===== config.mk =====
export PLATFORM = sky130hd
export DESIGN_NAME = mmio_console
export DESIGN_NICKNAME = d
export VERILOG_FILES = /design/src/rtl/mmio_console.sv
export SDC_FILE = /design/constraint.sdc
export NUM_CORES = 1
export LEC_CHECK = 0
export BUFFER_PORTS_ARGS = -buffer_cell sky130_fd_sc_hd__buf_2
export CORE_MARGIN = 5
export CORE_UTILIZATION = 28
export DETAILED_ROUTE_END_ITERATION = 16
export PLACE_DENSITY = 0.53
export SETUP_SLACK_MARGIN = 0.3
export SYNTH_ARGS = -nofsm -noshare
export SYNTH_HDL_FRONTEND = slang
export SYNTH_SLANG_ARGS = --single-unit

===== constraint.sdc =====
create_clock -name i_CLK -period 5.4 [get_ports i_CLK]
set_input_delay 0.27 -clock i_CLK [delete_from_list [all_inputs] [get_ports i_CLK]]
set_output_delay 0.27 -clock i_CLK [all_outputs]
set_load 0.01 [all_outputs]

===== src/rtl/mmio_console.sv =====
// LC-3 memory-mapped keyboard/display console: KBSR/KBDR/DSR/DDR behind a
// fixed-latency request/ready handshake, with a keyboard receive FIFO and a display holding register.
module mmio_console #(
  parameter logic [15:0] KBSR_ADDR  = 16'hFE00,
  parameter logic [15:0] KBDR_ADDR  = 16'hFE02,
  parameter logic [15:0] DSR_ADDR   = 16'hFE04,
  parameter logic [15:0] DDR_ADDR   = 16'hFE06,
  parameter int          KBD_DEPTH  = 4,
  parameter int          ACCESS_LAT = 2
) (
  input  logic        i_CLK,
  input  logic        i_Reset_n,
  input  logic [15:0] i_Addr,
  input  logic [15:0] i_WData,
  input  logic        i_Req,
  input  logic        i_RW,
  output logic        o_Sel,
  output logic [15:0] o_RData,
  output logic        o_Ready,
  input  logic        i_Key_Valid,
  input  logic [7:0]  i_Key_Data,
  output logic        o_Key_Ready,
  output logic        o_Disp_Valid,
  output logic [7:0]  o_Disp_Data,
  input  logic        i_Disp_Ready,
  output logic        o_Int
);

  localparam int PW = $clog2(KBD_DEPTH);
  localparam int CW = PW + 1;
  localparam int LW = (ACCESS_LAT > 2) ? $clog2(ACCESS_LAT) : 1;

  typedef enum logic [1:0] {S_IDLE, S_WAIT, S_DONE} state_t;

  state_t          state_q, state_d;
  logic [LW-1:0]   lat_cnt_q, lat_cnt_d;
  logic            hold_q, hold_d;

  logic [KBD_DEPTH-1:0][7:0] mem_q, mem_d;
  logic [PW-1:0]   wp_q, wp_d, rp_q, rp_d;
  logic [CW-1:0]   kcnt_q, kcnt_d;
  logic            kie_q, kie_d, kovf_q, kovf_d;
  logic            die_q, die_d, dovf_q, dovf_d;
  logic            disp_valid_q, disp_valid_d;
  logic [7:0]      disp_data_q, disp_data_d;
  logic [15:0]     rdata_q, rdata_d;
  logic            int_q, int_d;

  logic hit_kbsr, hit_kbdr, hit_dsr, hit_ddr;
  logic commit, rd_commit, wr_commit;
  logic full, empty, push, pop, disp_free;

  assign hit_kbsr = (i_Addr == KBSR_ADDR);
  assign hit_kbdr = (i_Addr == KBDR_ADDR);
  assign hit_dsr  = (i_Addr == DSR_ADDR);
  assign hit_ddr  = (i_Addr == DDR_ADDR);
  assign o_Sel    = hit_kbsr | hit_kbdr | hit_dsr | hit_ddr;

  // Access FSM: state register
  always_ff @(posedge i_CLK or negedge i_Reset_n) begin
    if (!i_Reset_n) begin
      state_q   <= S_IDLE;
      lat_cnt_q <= '0;
      hold_q    <= 1'b0;
    end else begin
      state_q   <= state_d;
      lat_cnt_q <= lat_cnt_d;
      hold_q    <= hold_d;
    end
  end

  // Access FSM: next state. hold_q blocks re-triggering until i_Req drops.
  always_comb begin
    state_d   = state_q;
    lat_cnt_d = lat_cnt_q;
    hold_d    = i_Req & (hold_q | (state_q == S_DONE));
    case (state_q)
      S_IDLE: if (i_Req && !hold_q) begin
        state_d   = (ACCESS_LAT == 1) ? S_DONE : S_WAIT;
        lat_cnt_d = '0;
      end
      S_WAIT: begin
        if (!i_Req)                                state_d = S_IDLE;
        else if (lat_cnt_q == LW'(ACCESS_LAT - 2)) state_d = S_DONE;
        else                                       lat_cnt_d = lat_cnt_q + 1'b1;
      end
      S_DONE:  state_d = S_IDLE;
      default: state_d = S_IDLE;
    endcase
  end

  // Access FSM: outputs
  always_comb begin
    o_Ready = (state_q == S_DONE);
  end

  // All register side effects land on the edge that enters DONE.
  assign commit    = (state_d == S_DONE);
  assign rd_commit = commit & ~i_RW;
  assign wr_commit = commit & i_RW;

  assign full      = (kcnt_q == CW'(KBD_DEPTH));
  assign empty     = (kcnt_q == '0);
  assign push      = i_Key_Valid & ~full;
  assign pop       = rd_commit & hit_kbdr & ~empty;
  assign disp_free = ~disp_valid_q | i_Disp_Ready;

  always_comb begin
    mem_d  = mem_q;
    wp_d   = wp_q;
    rp_d   = rp_q;
    kcnt_d = kcnt_q;
    kie_d  = kie_q;
    kovf_d = kovf_q;
    if (push) begin
      mem_d[wp_q] = i_Key_Data;
      wp_d        = wp_q + 1'b1;
    end
    if (pop) rp_d = rp_q + 1'b1;
    if (push && !pop)      kcnt_d = kcnt_q + 1'b1;
    else if (pop && !push) kcnt_d = kcnt_q - 1'b1;
    if (wr_commit && hit_kbsr) begin
      kie_d = i_WData[14];
      if (i_WData[0]) kovf_d = 1'b0;
    end
    if (i_Key_Valid && full) kovf_d = 1'b1;
  end

  // Display slot: a consume and a DDR write on the same edge hand over cleanly.
  always_comb begin
    disp_valid_d = disp_valid_q;
    disp_data_d  = disp_data_q;
    die_d        = die_q;
    dovf_d       = dovf_q;
    if (disp_valid_q && i_Disp_Ready) disp_valid_d = 1'b0;
    if (wr_commit && hit_ddr) begin
      if (disp_free) begin
        disp_data_d  = i_WData[7:0];
        disp_valid_d = 1'b1;
      end else begin
        dovf_d = 1'b1;
      end
    end
    if (wr_commit && hit_dsr) begin
      die_d = i_WData[14];
      if (i_WData[0]) dovf_d = 1'b0;
    end
  end

  always_comb begin
    rdata_d = rdata_q;
    if (rd_commit) begin
      rdata_d = 16'h0000;
      if (hit_kbsr)               rdata_d = {~empty, kie_q, 13'd0, kovf_q};
      else if (hit_kbdr && !empty) rdata_d = {8'h00, mem_q[rp_q]};
      else if (hit_dsr)           rdata_d = {~disp_valid_q, die_q, 13'd0, dovf_q};
      else if (hit_ddr)           rdata_d = {8'h00, disp_data_q};
    end
    int_d = (kie_q & ~empty) | (die_q & ~disp_valid_q);
  end

  always_ff @(posedge i_CLK or negedge i_Reset_n) begin
    if (!i_Reset_n) begin
      mem_q        <= '0;
      wp_q         <= '0;
      rp_q         <= '0;
      kcnt_q       <= '0;
      kie_q        <= 1'b0;
      kovf_q       <= 1'b0;
      die_q        <= 1'b0;
      dovf_q       <= 1'b0;
      disp_valid_q <= 1'b0;
      disp_data_q  <= 8'h00;
      rdata_q      <= 16'h0000;
      int_q        <= 1'b0;
    end else begin
      mem_q        <= mem_d;
      wp_q         <= wp_d;
      rp_q         <= rp_d;
      kcnt_q       <= kcnt_d;
      kie_q        <= kie_d;
      kovf_q       <= kovf_d;
      die_q        <= die_d;
      dovf_q       <= dovf_d;
      disp_valid_q <= disp_valid_d;
      disp_data_q  <= disp_data_d;
      rdata_q      <= rdata_d;
      int_q        <= int_d;
    end
  end

  assign o_RData      = rdata_q;
  assign o_Key_Ready  = ~full;
  assign o_Disp_Valid = disp_valid_q;
  assign o_Disp_Data  = disp_data_q;
  assign o_Int        = int_q;

endmodule


# ---- Word level (Yosys, flattened, before mapping)
# Cells that the tools add are included.
dict set report classes {
  bitwise 18
  muxes 29
  order_cmp 3
  eq_ne 10
  n_reduce_logical 23
  n_addsub 5
}
# cell n
set ops {}
lappend ops {{16-bit equality test, second input constant} 4}
lappend ops {{16-bit two-way mux} 3}
lappend ops {{32-bit bitwise mux} 1}
lappend ops {{8-bit two-way mux} 3}
lappend ops {{8-bit binary-select mux with 2-bit select} 1}
lappend ops {{8-bit demux with 2-bit select} 1}
lappend ops {{1-bit two-way mux} 13}
lappend ops {{1-bit logical AND} 10}
lappend ops {{1-bit bitwise AND} 8}
lappend ops {{2-bit nonzero test} 4}
lappend ops {{2-bit by 3-bit less-than comparator with 1-bit output, second input constant} 2}
lappend ops {{2-bit two-way mux} 3}
lappend ops {{3-bit two-way mux} 2}
lappend ops {{1-bit OR} 6}
lappend ops {{2-bit by 1-bit adder with 2-bit output, second input constant} 2}
lappend ops {{2-bit equality test, second input constant} 2}
lappend ops {{1-bit zero test} 4}
lappend ops {{2-bit != test, second input constant} 2}
lappend ops {{1-bit inverter} 4}
lappend ops {{2-bit case mux with 2 select lines} 1}
lappend ops {{2-bit AND reduction} 2}
lappend ops {{3-bit by 1-bit adder with 3-bit output, second input constant} 1}
lappend ops {{3-bit equality test, second input constant} 1}
lappend ops {{3-bit zero test} 1}
lappend ops {{7 further kinds} 7}
dict set report word_totals {
  output_inout_bits 29
  inputBits 46
  ff_bits 73
}

# ---- Depth between registers and ports, before layout
# Gate-level depths: netlist (run 1).
dict set report logic_depth {
  word_depth 11
  depth_mapped 9
}

# ---- Least setup slack after synthesis (run 1)
# No wires, ideal clock.
dict set report synth_path {
  kind {input port to flip-flop}
  startpoint {in i_Addr[7]}
  endpoint {reg kcnt_q[1]}
  arrival_time_ns 2.349
  cell_stages 7
  setup_time_ns 0.125
  slack_ns 2.927
  path_cell_list {or4b_4 nor4_4 nand4_2 ha_1 inv_1 fa_1 mux2_2}
}
dict set report synth_via {
  elab_chain_len 6
}
# element line
set synth_lines {}
lappend synth_lines {{start: declaration} 13} ;# input logic [15:0] i_Addr,
lappend synth_lines {{16-bit equality test} 54} ;# assign hit_kbdr = (i_Addr == KBDR_ADDR);
lappend synth_lines {{1-bit bitwise AND (2 in series)} 105} ;# assign pop = rd_commit & hit_kbdr & ~empty;
lappend synth_lines {{1-bit zero test} 120} ;# if (push && !pop) kcnt_d = kcnt_q + 1'b1;
lappend synth_lines {{1-bit logical AND} 120}
lappend synth_lines {{3-bit two-way mux} 120}
lappend synth_lines {{net kcnt_d[1]} 41} ;# logic [CW-1:0] kcnt_q, kcnt_d;
lappend synth_lines {{end signal: assignment} 180} ;# kcnt_q <= kcnt_d;
lappend synth_lines {{end: declaration} 41}
# The timed path passes the listed nets, and every way through them passes these cells.
# A chain may end at the register's enable or synchronous reset.

# ---- Worst setup path after layout (run 1)
# Same ends and word-level chain as after synthesis.

==> results of run 1 <==
worst max path at each step:
| stage | start | endpoint | slack, ns | cells past startpoint |
|---|---|---|---|---|
| floorplan | i_Addr[7] | kcnt_q[1] | 2.93 | 7 |
| global placement | i_Addr[7] | kcnt_q[1] | 2.22 | 8 |
| detailed placement | i_Addr[7] | kcnt_q[1] | 2.18 | 8 |
| CTS | i_Addr[7] | kcnt_q[1] | 2.55 | 8 |
| global route | i_Addr[7] | kcnt_q[1] | 2.38 | 8 |
| finish | i_Addr[7] | kcnt_q[1] | 2.53 | 8 |
metal layers:
layer	up-vias	track usage, %
met5	-	0
met4	2	5.634
met3	11	3.211
met2	58	14.58
met1	1000	14.21
li1	953	-
registers in the layout, summed over array words and instances, names as in the netlist, 2 cells and up:
register     count
rp_q             2
o_RData         10
mem_q           32
state_q          2
kcnt_q           3
wp_q             2
o_Disp_Data      8
where the power goes:
part | internal (uW) | leakage [uW] | switching (uW)
Combinational | 222 | 0.000810 | 154
Sequential | 644 | 0.000838 | 77.8
Clock | 269 | 0.000112 | 186
cell families after synthesis:
kind of cell             Yosys count  synth area share (%)
AO/OA/AOI/OAI                     21                 5.023
XOR/XNOR                           6                 1.701
other                              1                0.1214
buffers and inverters             36                 5.427
multiplexers                      52                 21.95
adder cells (fa/ha/maj)            6                 2.673
AND/OR/NAND/NOR                   51                 9.640
flip-flops                        66                 53.46
area by class of cell:
class                           count  area, sq um  area share [%]
Clock buffer                       10        137.6           3.689
Clock inverter                      5        78.83           2.113
Inverter                           23        86.33           2.314
Multi-Input combinational cell    142         1289           34.54
Sequential cell                    66         1652           44.27
Tap cell                          140        175.2           4.695
Timing Repair Buffer               62        312.8           8.384
cell usage in the layout (no fill, tap or decap), types with 2 or more instances in the layout:
cell type,count
mux2_2,42
o221ai_1,7
dfrtp_1,66
clkbuf_8,10
xnor2_1,4
clkinv_2,2
nor2_1,7
o21ai_0,4
bufinv_16,2
mux4_2,8
conb_1,6
nand2b_1,2
buf_2,61
nand4b_1,3
nand2_1,18
nor3_1,3
nor2b_1,4
ha_1,5
a21oi_1,2
xor2_1,2
a22o_1,2
inv_1,23
nand4_1,5
through the flow:
step                      setup WS, ns  std cells  power (uW)  area, sq um
after global routing             2.381        448        1659         3731
after global placement           2.221        433        1094         3515
after CTS                        2.552        448        1578         3731
after detailed placement         2.181        433        1115         3515
after floorplan                  2.927        244        1011         3108
final                            2.528        448        1553         3731
synthesized netlist by cell type, types with 2 or more instances:
cell type  count
nand4_1        5
o221ai_1       7
nand4b_1       3
dfrtp_1       66
xor2_1         2
nand2_1       18
buf_4          6
clkbuf_1       4
a22o_1         2
nand2b_1       2
mux4_2         8
a21oi_1        2
xnor2_1        4
o21ai_0        4
nor3_1         3
ha_1           5
nor2b_1        4
inv_1         23
mux2_2        42
nor2_1         7
buf_2          2
==> metrics.md, run 1 <==
| Metric | Value |
|---|---|
| Maximum frequency from static timing analysis | `348.2 MHz` |
| Effective utilization at floorplan | `28.50%` |
| Most area-consuming cells after synthesis | `dfrtp_1, mux2_2, mux4_2` |
| Transition time at the pin with the least slew margin | `0.8357 ns` |
| Part of the cycle the worst path needs | `53.19%` |
| Worst hold slack | `0.1119 ns` |
| Ys async rst share | `100.0%` |
| Share of final-layout standard cells stronger than drive strength 1 | `43.18%` |
| Area leader, netlist | `dfrtp_1` |
| Number of synthesized register bits | `66` |
| Final hold violation count | `0` |
| Data required time of the worst path | `5.63 ns` |
| Maximum net fanout on the critical path | `13` |
| GR Util All Layers | `10.37%` |
| Core footprint | `10840 sq um` |
| Die Wd | `115.0 microns` |
| Reg clk slew, reported paths | `0.08 ns` |
| First-pass iteration count of the detailed router | `4` |
| Deepest level of the CTS H-tree | `3` |
| Gates resized, CTS repair | `0` |
| Top-level I/O count | `75` |
| Clock Latency Late Sink | `0.34 ns` |
| Total wire length after detailed routing | `6417 microns` |
| Die height | `115.0 microns` |
| Total vias in the final route | `2024` |
| Vias in the first global route | `2055` |
| Antenna Nets Post-Route | `0` |
| Clock tree from TritonCTS | `built` |
| Port Buffer Count | `61` |
| Beginning of the worst register-to-register path | `state_q[1]` |
| Sequential share of the synthesized area | `53.46%` |
| Maximum number of pins on one net before global-route repair | `67` |
| Detailed-route vias per instance | `4.518` |
| First-pass GRT wire length | `10650 microns` |
| Worst Setup Path Type | `input port to flop` |
| Crit path buf inv count | `2` |
| Main flop type after synthesis | `dfrtp_1` |
| Cell area after synthesis | `3089 sq um` |
| Total Nets Final | `356` |
| Worst supply voltage drop on vdd | `182.4 uV` |
| Delay of the slowest cell on the worst path | `0.64 ns` |
| Max-slew headroom | `44.29%` |
| Slew Viols, Final | `0` |
| Cts bufs inserted | `9` |
| Metal1 wirelength | `3013 microns` |
| Worst R2R End | `kcnt_q[1]` |
| Max Clock Skew | `0.01070 ns` |
| # diodes | `0` |
| Warnings, synthesis | `0` |
| Clock root buffer master | `clkbuf_8` |
| Placement row count | `38` |
| Final TNS setup | `0 ns` |
| Routed wl met3 | `539 microns` |
| Maximum root-to-sink buffer count | `2` |
| Sum of net half-perimeters after detailed placement | `4594 microns` |
| Utilization after layout | `34.42%` |
| Number of cell instances on the worst register-to-register path | `7` |
| Result of the run | `finished, final reports clean` |
| Kind of launch point of the worst setup path | `input port` |
| Area grow syn2layout | `20.78%` |
| Minimum period implied by the final worst setup slack | `2.872 ns` |
| Leakage power | `0.001760 uW` |
| Clock tree sinks | `66` |
| Syn avg cell area | `12.93 sq um` |
| Syn Inst Count | `239` |
| Initial antenna violation count | `1` |
| Number of enable flip-flop cells after synthesis | `0` |
| Routability cong. | `0.6764` |
| Fill count | `1113` |
| Uppermost layer routed | `met5` |
| Critical Path, Cell by Cell | `buf_2 -> or4b_4 -> nor4_4 -> nand4_2 -> ha_1 -> inv_1 -> fa_1 -> mux2_2` |
| Pwr/cell area | `416.2 nW/um^2` |
| Mean routed wirelength per cell | `14.32 microns` |
| Path category of the worst min-delay check | `input port to async pin` |
| Slowest cell on the critical path | `nor4_4` |
| Largest delay contributor family on the critical path | `simple AND/OR/NAND/NOR gates` |
| Worst path arrival time | `3.10 ns` |
| Number of distinct library cell variants in the gate-level netlist after synthesis | `41` |
| Nature of the critical path endpoint | `flop` |
| Internal reg-to-reg setup slack | `2.95 ns` |
| Max-cap viol count | `0` |
| Overflow after GRT | `0` |
| DRC viols | `0` |
| Number of setup buffers added after CTS | `0` |
| Setup Viol. Count Final | `0` |
| Proportion of netlist area held by the largest area contributor | `53.46%` |
| Metal2 WL | `2726 microns` |
| Number of hold-repair buffers added at the cts stage | `0` |
| Number of DRC markers after the initial detailed-route iteration | `133` |
| Die area | `13230 sq um` |
| Setup repair after global routing missed its margin | `no` |
(Power assumes the default switching activity.)
==> inputs of run 2 (changes only) <==
ABC_AREA = 1   (was default)
clock period = 2.9 ns   (was 5.4 ns; I/O delays follow)
==> run 2 against run 1 <==
The flow now finishes with violations (negative hold slack). Critical path depth increased by 4. Utilization increased by 0.68 points. Die area increased by 6.2%. Cell area increased by 7.9%. Clock skew decreased by 0.0024 ns. Total power increased by 100%. Critical path type is now flop to flop.
==> metrics.md, run 2 <==
| Metric | Value |
|---|---|
| Clock root buffer master | `clkbuf_16` |
| Part of the cycle the worst path needs | `70.00%` |
| Number of setup buffers added after CTS | `0 (unchanged)` |
| Violations in the final reports | `negative hold slack` |
| Warnings, synthesis | `0 (unchanged)` |
| Fill count | `1183 (+6.3%)` |
| Slew Viols, Final | `0 (unchanged)` |
| Number of DRC markers after the initial detailed-route iteration | `197 (+48%)` |
| Detailed-route vias per instance | `4.425 (-2.1%)` |
| Worst hold slack | `-0.0007424 ns (-0.1127 ns)` |
| Number of hold-repair buffers added at the cts stage | `0 (unchanged)` |
| Overflow after GRT | `0 (unchanged)` |
| Max Clock Skew | `0.008296 ns (-0.002407 ns)` |
| Relative contribution of the clock network to total power | `35.4% (+6.1 points)` |
| Maximum net fanout on the critical path | `10 (-3)` |
| Deepest level of the CTS H-tree | `3 (unchanged)` |
| Ys async rst share | `100.0% (unchanged)` |
| Post-placement cell count | `601 (+39%)` |
| Die height | `118.6 microns (+3.1%)` |
| Area grow syn2layout | `21.95%` |
| Reported net switching power | `970.7 uW (+130%)` |
| Minimum period implied by the final worst setup slack | `2.030 ns` |
| Kind of launch point of the worst setup path | `flop` |
| Final cell count without fillers | `617 (+38%)` |
| Commonest non-fill, non-tap cell in the layout | `nand2_1` |
| Number of distinct library cell variants in the gate-level netlist after synthesis | `31 (-24%)` |
| Path category of the worst min-delay check | `input port to async pin` |
| Vias in the first global route | `2680 (+30%)` |
| Maximum number of pins on one net before global-route repair | `67 (unchanged)` |
| Most area-consuming cells after synthesis | `dfrtp_1, nand2_1, nand3_1` |
| Number of enable flip-flop cells after synthesis | `0 (unchanged)` |
| Gates resized, CTS repair | `0 (unchanged)` |
| Sum of net half-perimeters after detailed placement | `5594 microns (+22%)` |
| Syn avg cell area | `8.130 sq um (-37%)` |
| Port Buffer Count | `61 (unchanged)` |
| Antenna Nets Post-Route | `0 (unchanged)` |
| Max-cap viol count | `0 (unchanged)` |
| FF/Latch Area | `1652 sq um (unchanged)` |
| Maximum frequency from static timing analysis | `492.6 MHz` |
| Internal reg-to-reg setup slack | `0.87 ns (-2.08 ns)` |
| Clock Latency Late Sink | `0.33 ns (about the same)` |
| Total wire length after detailed routing | `7699 microns (+20%)` |
| Syn Inst Count | `406 (+70%)` |
| Cell area after synthesis | `3301 sq um (+6.8%)` |
| Final hold violation count | `1 (+1)` |
| Die area | `14060 sq um (+6.2%)` |
| Clock tree sinks | `66 (unchanged)` |
| Top-level I/O count | `75 (unchanged)` |
| Leakage power | `0.002172 uW (+23%)` |
| Transition time at the pin with the least slew margin | `0.8333 ns (-0.002383 ns)` |
| Placement row count | `39 (+2.6%)` |
| Setup repair after global routing missed its margin | `no` |
| Worst Setup Path Type | `flop to flop` |
| Register name with the most flops | `mem_q` |
| Part of the total power dissipated in sequential elements | `42.8% (-3.7 points)` |
| Total Nets Final | `521 (+46%)` |
| Core footprint | `11470 sq um (+5.8%)` |
| Die Wd | `118.6 microns (+3.1%)` |
| Multi-input gate area in the final layout | `1428 sq um (+11%)` |
| Result of the run | `finished, violations left` |
| Proportion of netlist area held by the largest area contributor | `50.04% (-3.4 points)` |
| First-pass GRT wire length | `13150 microns (+23%)` |
| Total vias in the final route | `2730 (+35%)` |
| Final TNS setup | `0 ns (unchanged)` |
| Net switching fraction of the power | `31.31% (+4.4 points)` |
| Worst supply voltage drop on vdd | `301.8 uV (+65%)` |
| Area leader, netlist | `dfrtp_1` |
| Maximum root-to-sink buffer count | `2 (unchanged)` |
| Cts bufs inserted | `9 (unchanged)` |
| Sequential share of the synthesized area | `50.04% (-3.4 points)` |
| Most common cell in the netlist | `nand2_1` |
| Main flop type after synthesis | `dfrtp_1` |
| First-pass iteration count of the detailed router | `5 (+1)` |
| Share of final-layout standard cells stronger than drive strength 1 | `22.36% (-21 points)` |
| Part of the power in combinational logic | `21.7% (-2.5 points)` |
| Worst path arrival time | `2.28 ns (-0.82 ns)` |
| P_int | `2130 uW (+88%)` |
| Initial antenna violation count | `0 (-1)` |
| Reg clk slew, reported paths | `0.06 ns (-0.02 ns)` |
| Most used cells in the layout excluding fill and tap cells | `nand2_1, dfrtp_1, buf_2` |
| Setup Viol. Count Final | `0 (unchanged)` |
| Synth cell count leaders | `nand2_1, dfrtp_1, nand3_1` |
| Max-slew headroom | `44.44% (+0.16 points)` |
| # diodes | `0 (unchanged)` |
| Number of synthesized register bits | `66 (unchanged)` |
| GR Util All Layers | `11.35% (+0.98 points)` |
| Nature of the critical path endpoint | `flop` |
| Max reg flops | `32 (unchanged)` |
| Data required time of the worst path | `3.15 ns (-2.48 ns)` |
| Effective utilization at floorplan | `28.78% (+0.29 points)` |
| Pwr/cell area | `770.3 nW/um^2 (+85%)` |
| Routability cong. | `0.7795 (+15%)` |
| Mean routed wirelength per cell | `12.48 microns (-13%)` |
| Clock tree from TritonCTS | `built` |
| DRC viols | `0 (unchanged)` |
[run 2: changes by cell type after synthesis, sizes merged, moves of 3 or more]
cell    before  now
nand4b       3    0
mux2        43    0
mux4         8    0
nand4        6    2
nor2         7   32
o221ai       7    0
nor3         3    0
o21ai        4   43
buf          9   15
inv         23   37
nand3        1   35
clkbuf       4    1
nand2       18  158
nor2b        4    0
[run 2: layout make-up]
| class | instances | share of cell area (%) |
|---|---|---|
| Clock buffer | 10 | 5.937 |
| Clock inverter | 6 | 1.585 |
| Inverter | 37 | 3.575 |
| Multi-Input combinational cell | 292 | 35.47 |
| Sequential cell | 66 | 41.03 |
| Tap cell | 143 | 4.445 |
| Timing Repair Buffer | 63 | 7.958 |
[run 2: power groups by stage]
stage	Combinational [uW]	Sequential [uW]	Clock, uW
5_1_grt	802	1350	1160
3_3_place_gp	663	1330	0
3_5_place_dp	684	1340	0
4_1_cts	689	1330	1120
6_report	674	1330	1100
2_1_floorplan	516	1310	0
[run 2: routing by layer]
layer  track usage, %  vias up  wire length, microns
li1                 -     1395                     -
met1            15.54     1244                  3792
met2            17.38       82                  3299
met3            3.534        9                   505
met4            3.189        0                   103
met5                0        -                     0
[run 2: worst paths after layout]
kind | cells past startpoint | endpoint | start
min in group i_CLK | 3 | o_Disp_Data[6] | i_WData[6]
max in group asynchronous | 2 | kcnt_q[0] | i_Reset_n
worst max register to register | 12 | kcnt_q[2] | kcnt_q[0]
worst max-delay path | 12 | kcnt_q[2] | kcnt_q[0]
worst min register to register | 1 | state_q[0] | hold_q
worst min-delay path | 2 | mem_q[15] | i_Reset_n
[run 2: critical path, cell delays in order (launching register included)]
cell,delay [ns]
dfrtp_1,0.41
inv_1,0.10
nand3_1,0.16
nand3_4,0.19
inv_2,0.09
nand2_1,0.07
ha_1,0.13
inv_1,0.06
fa_1,0.39
nor2_1,0.11
nor2_1,0.04
nand2_1,0.06
xor2_1,0.14
[run 2: kinds of logic after synthesis]
family                   Yosys count  synth area share (%)
AND/OR/NAND/NOR                  228                 31.43
flip-flops                        66                 50.04
buffers and inverters             53                 7.278
AO/OA/AOI/OAI                     47                 7.316
adder cells (fa/ha/maj)            6                 2.502
XOR/XNOR                           5                 1.327
other                              1                0.1136
[run 2: stage by stage]
step                worst slack [ns]  util [%]  power [uW]  area [sq um]
floorplan                      1.017         -        1824          3319
global placement              0.8685     32.46        1993          3722
detailed placement            0.8315     32.46        2025          3722
CTS                           0.8482     35.10        3131          4025
global route                  0.6630     35.10        3315          4025
finish                        0.8699     35.10        3100          4025
==> inputs of run 3 (changes only) <==
ABC_AREA = 0   (was 1)
clock period = 2.1 ns   (was 2.9 ns; I/O delays follow)
==> run 3 against run 2 <==
Non-clock buffer count increased by 34. Clock power decreased by 6%. Total power increased by 35%. The run now ends clean. Critical endpoint is now kcnt_q[1]. Die area decreased by 5.9%. Via count decreased by 21%. Final cell count decreased by 22%. Clock skew decreased by 0.00055 ns.
==> metrics.md, run 3 (synthesized netlist as in run 1, its figures left out) <==
| Metric | Value |
|---|---|
| Part of the total power dissipated in sequential elements | `44.8% (+2.0 points)` |
| Routability cong. | `0.7006 (-10%)` |
| Die Wd | `115.0 microns (-3.0%)` |
| Clock Latency Late Sink | `0.34 ns (about the same)` |
| Final worst setup slack | `0.1797 ns (-0.6902 ns)` |
| Data required time of the worst path | `2.32 ns (-0.83 ns)` |
| Antenna Nets Post-Route | `0 (unchanged)` |
| Initial antenna violation count | `0 (unchanged)` |
| Net switching fraction of the power | `28.21% (-3.1 points)` |
| Utilization after layout | `38.08% (+3.0 points)` |
| Port Buffer Count | `61 (unchanged)` |
| Clock root buffer master | `clkbuf_8` |
| Total Nets Final | `391 (-25%)` |
| Path category of the worst min-delay check | `input port to flop` |
| Maximum net fanout on the critical path | `3 (-7)` |
| Total wire length after detailed routing | `6871 microns (-11%)` |
| Part of the cycle the worst path needs | `91.44% (+21 points)` |
| Slowest cell on the critical path | `fa_2` |
| Vias in the first global route | `2234 (-17%)` |
| Slew Viols, Final | `0 (unchanged)` |
| Max-cap viol count | `0 (unchanged)` |
| P_int | `3003 uW (+41%)` |
| Maximum number of pins on one net before global-route repair | `45 (-33%)` |
| Fill count | `1060 (-10%)` |
| Relative contribution of the clock network to total power | `24.7% (-11 points)` |
| Worst path arrival time | `2.14 ns (-0.14 ns)` |
| Result of the run | `finished, final reports clean` |
| # diodes | `0 (unchanged)` |
| First-pass GRT wire length | `11300 microns (-14%)` |
| Total power of the final layout | `4183 uW (+35%)` |
| Reported net switching power | `1180 uW (+22%)` |
| Multi-input gate area in the final layout | `1363 sq um (-4.6%)` |
| Final Cell Area | `4128 sq um (+2.5%)` |
| First-pass iteration count of the detailed router | `4 (-1)` |
| Total vias in the final route | `2147 (-21%)` |
| Register name with the most flops | `mem_q` |
| Core footprint | `10840 sq um (-5.5%)` |
| Sum of net half-perimeters after detailed placement | `4909 microns (-12%)` |
| Mean routed wirelength per cell | `14.20 microns (+14%)` |
| Die height | `115.0 microns (-3.0%)` |
| Worst hold slack | `0.03077 ns (+0.03151 ns)` |
| Part of the power in combinational logic | `30.5% (+8.8 points)` |
| Maximum root-to-sink buffer count | `2 (unchanged)` |
| Critical Path, Cell by Cell | `nand3b_1 -> nor2_4 -> nand4_4 -> ha_4 -> inv_2 -> fa_2 -> mux2_2` |
| Commonest non-fill, non-tap cell in the layout | `dfrtp_1` |
| Leakage power | `0.001941 uW (-11%)` |
| DRC viols | `0 (unchanged)` |
| Nature of the critical path endpoint | `flop` |
| Internal reg-to-reg setup slack | `0.18 ns (-0.69 ns)` |
| Overflow after GRT | `0 (unchanged)` |
| Setup repair after global routing missed its margin | `yes` |
| Clock tree from TritonCTS | `built` |
| Detailed-route vias per instance | `4.436 (+0.26%)` |
| Setup Viol. Count Final | `0 (unchanged)` |
| Minimum period implied by the final worst setup slack | `1.920 ns (-0.1098 ns)` |
| Effective utilization at floorplan | `28.50% (-0.29 points)` |
| Number of DRC markers after the initial detailed-route iteration | `107 (-46%)` |
| Pwr/cell area | `1013 nW/um^2 (+32%)` |
| Placement row count | `38 (-2.6%)` |
| Delay of the slowest cell on the worst path | `0.41 ns (about the same)` |
| Worst supply voltage drop on vdd | `279.6 uV (-7.3%)` |
| Maximum frequency from static timing analysis | `520.7 MHz (+5.7%)` |
| Crit path buf inv count | `1 (-2)` |
| Kind of launch point of the worst setup path | `flop` |
| Max-slew headroom | `61.43% (+17 points)` |
| Die area | `13230 sq um (-5.9%)` |
| Transition time at the pin with the least slew margin | `0.5785 ns (-0.2548 ns)` |
| Cts bufs inserted | `9 (unchanged)` |
| GR Util All Layers | `11.07% (-0.28 points)` |
| Top-level I/O count | `75 (unchanged)` |
| Max Clock Skew | `0.007743 ns (-0.0005531 ns)` |
| Largest delay contributor family on the critical path | `adder cells` |
| Worst Setup Path Type | `flop to flop` |
| Share of final-layout standard cells stronger than drive strength 1 | `48.84% (+26 points)` |
| Deepest level of the CTS H-tree | `3 (unchanged)` |
| Reg clk slew, reported paths | `0.07 ns (about the same)` |
| Final hold violation count | `0 (-1)` |
| Area grow syn2layout | `33.62%` |
| Max reg flops | `32 (unchanged)` |
| Worst slack after detailed placement | `-0.1490 ns (-0.9806 ns)` |
| Clock tree sinks | `66 (unchanged)` |
| Placed cell areas | `3719 sq um (-0.10%)` |
| Most used cells in the layout excluding fill and tap cells | `dfrtp_1, buf_2, mux2_2` |
| FF/Latch Area | `1654 sq um (+0.15%)` |
[run 3: cell count changes in the layout (fill, tap and decap cells not counted), moves of 7 or more]
cell	previous run	this run
dlygate4sd3_1	0	10
clkbuf_16	9	0
nor2_1	22	4
inv_1	31	22
mux4_2	0	8
nand2_1	151	17
mux2_2	0	42
o221ai_1	0	7
o21ai_1	12	0
o21ai_0	31	4
buf_4	2	21
nand3_1	32	0
clkbuf_8	1	9
[run 3: layout make-up]
type | count | share of cell area (%)
clock buffers | 12 | 3.274
clock inverters | 4 | 1.243
inverters | 23 | 2.092
multi-input cells | 142 | 33.01
flip-flops and latches | 66 | 40.07
well taps | 140 | 4.244
repair buffers | 97 | 16.07
[run 3: path summary, 6_finish.rpt]
| kind | end | startpoint | cells after the start |
|---|---|---|---|
| setup / recovery | kcnt_q[1] | state_q[1] | 7 |
| hold / removal | kovf_q | i_Key_Valid | 2 |
| setup reg to reg | kcnt_q[1] | state_q[1] | 7 |
| hold reg to reg | state_q[0] | hold_q | 1 |
| max in group asynchronous | o_Disp_Data[2] | i_Reset_n | 3 |
| min in group asynchronous | rp_q[0] | i_Reset_n | 2 |
[run 3: what timing repair did]
| action | in CTS | in global routing |
|---|---|---|
| pin swaps | 6 | 7 |
| endpoints found under the hold margin | 31 | 0 |
| setup endpoints to repair | 34 | 22 |
| buffers inserted | 4 | 5 |
| hold buffers | 10 | 0 |
| resized for setup | 12 | 4 |
[run 3: worst register-to-register path: cells and delay by family (launching register included)]
family,cells,cell delay (ns)
fa+ha+maj,2,0.60
mux,1,0.27
flops,1,0.38
buf+inv,1,0.05
simple gates,3,0.51
[run 3: through the flow]
step	TNS [ns]	cells
finish	0	484
global route	0	484
CTS	0	479
detailed placement	-0.1490	449
global placement	-0.1151	449
floorplan	-0.1438	244
[run 3: power by group through the flow]
stage          clock network [uW]  registers (uW)  logic, uW
2_1_floorplan                   0            1820        792
3_3_place_gp                    0            1860       1120
3_5_place_dp                    0            1880       1140
4_1_cts                      1070            1870       1240
5_1_grt                      1130            1920       1420
6_report                     1030            1880       1270
[run 3: layer usage]
layer  wire length [microns]  part of all wire (%)  global-route usage, %
met2                    3247                    47                  17.48
met1                    2979                    43                  13.82
met4                     147                   2.1                  5.634
met5                       0                     0                      0
met3                     496                   7.2                  3.211
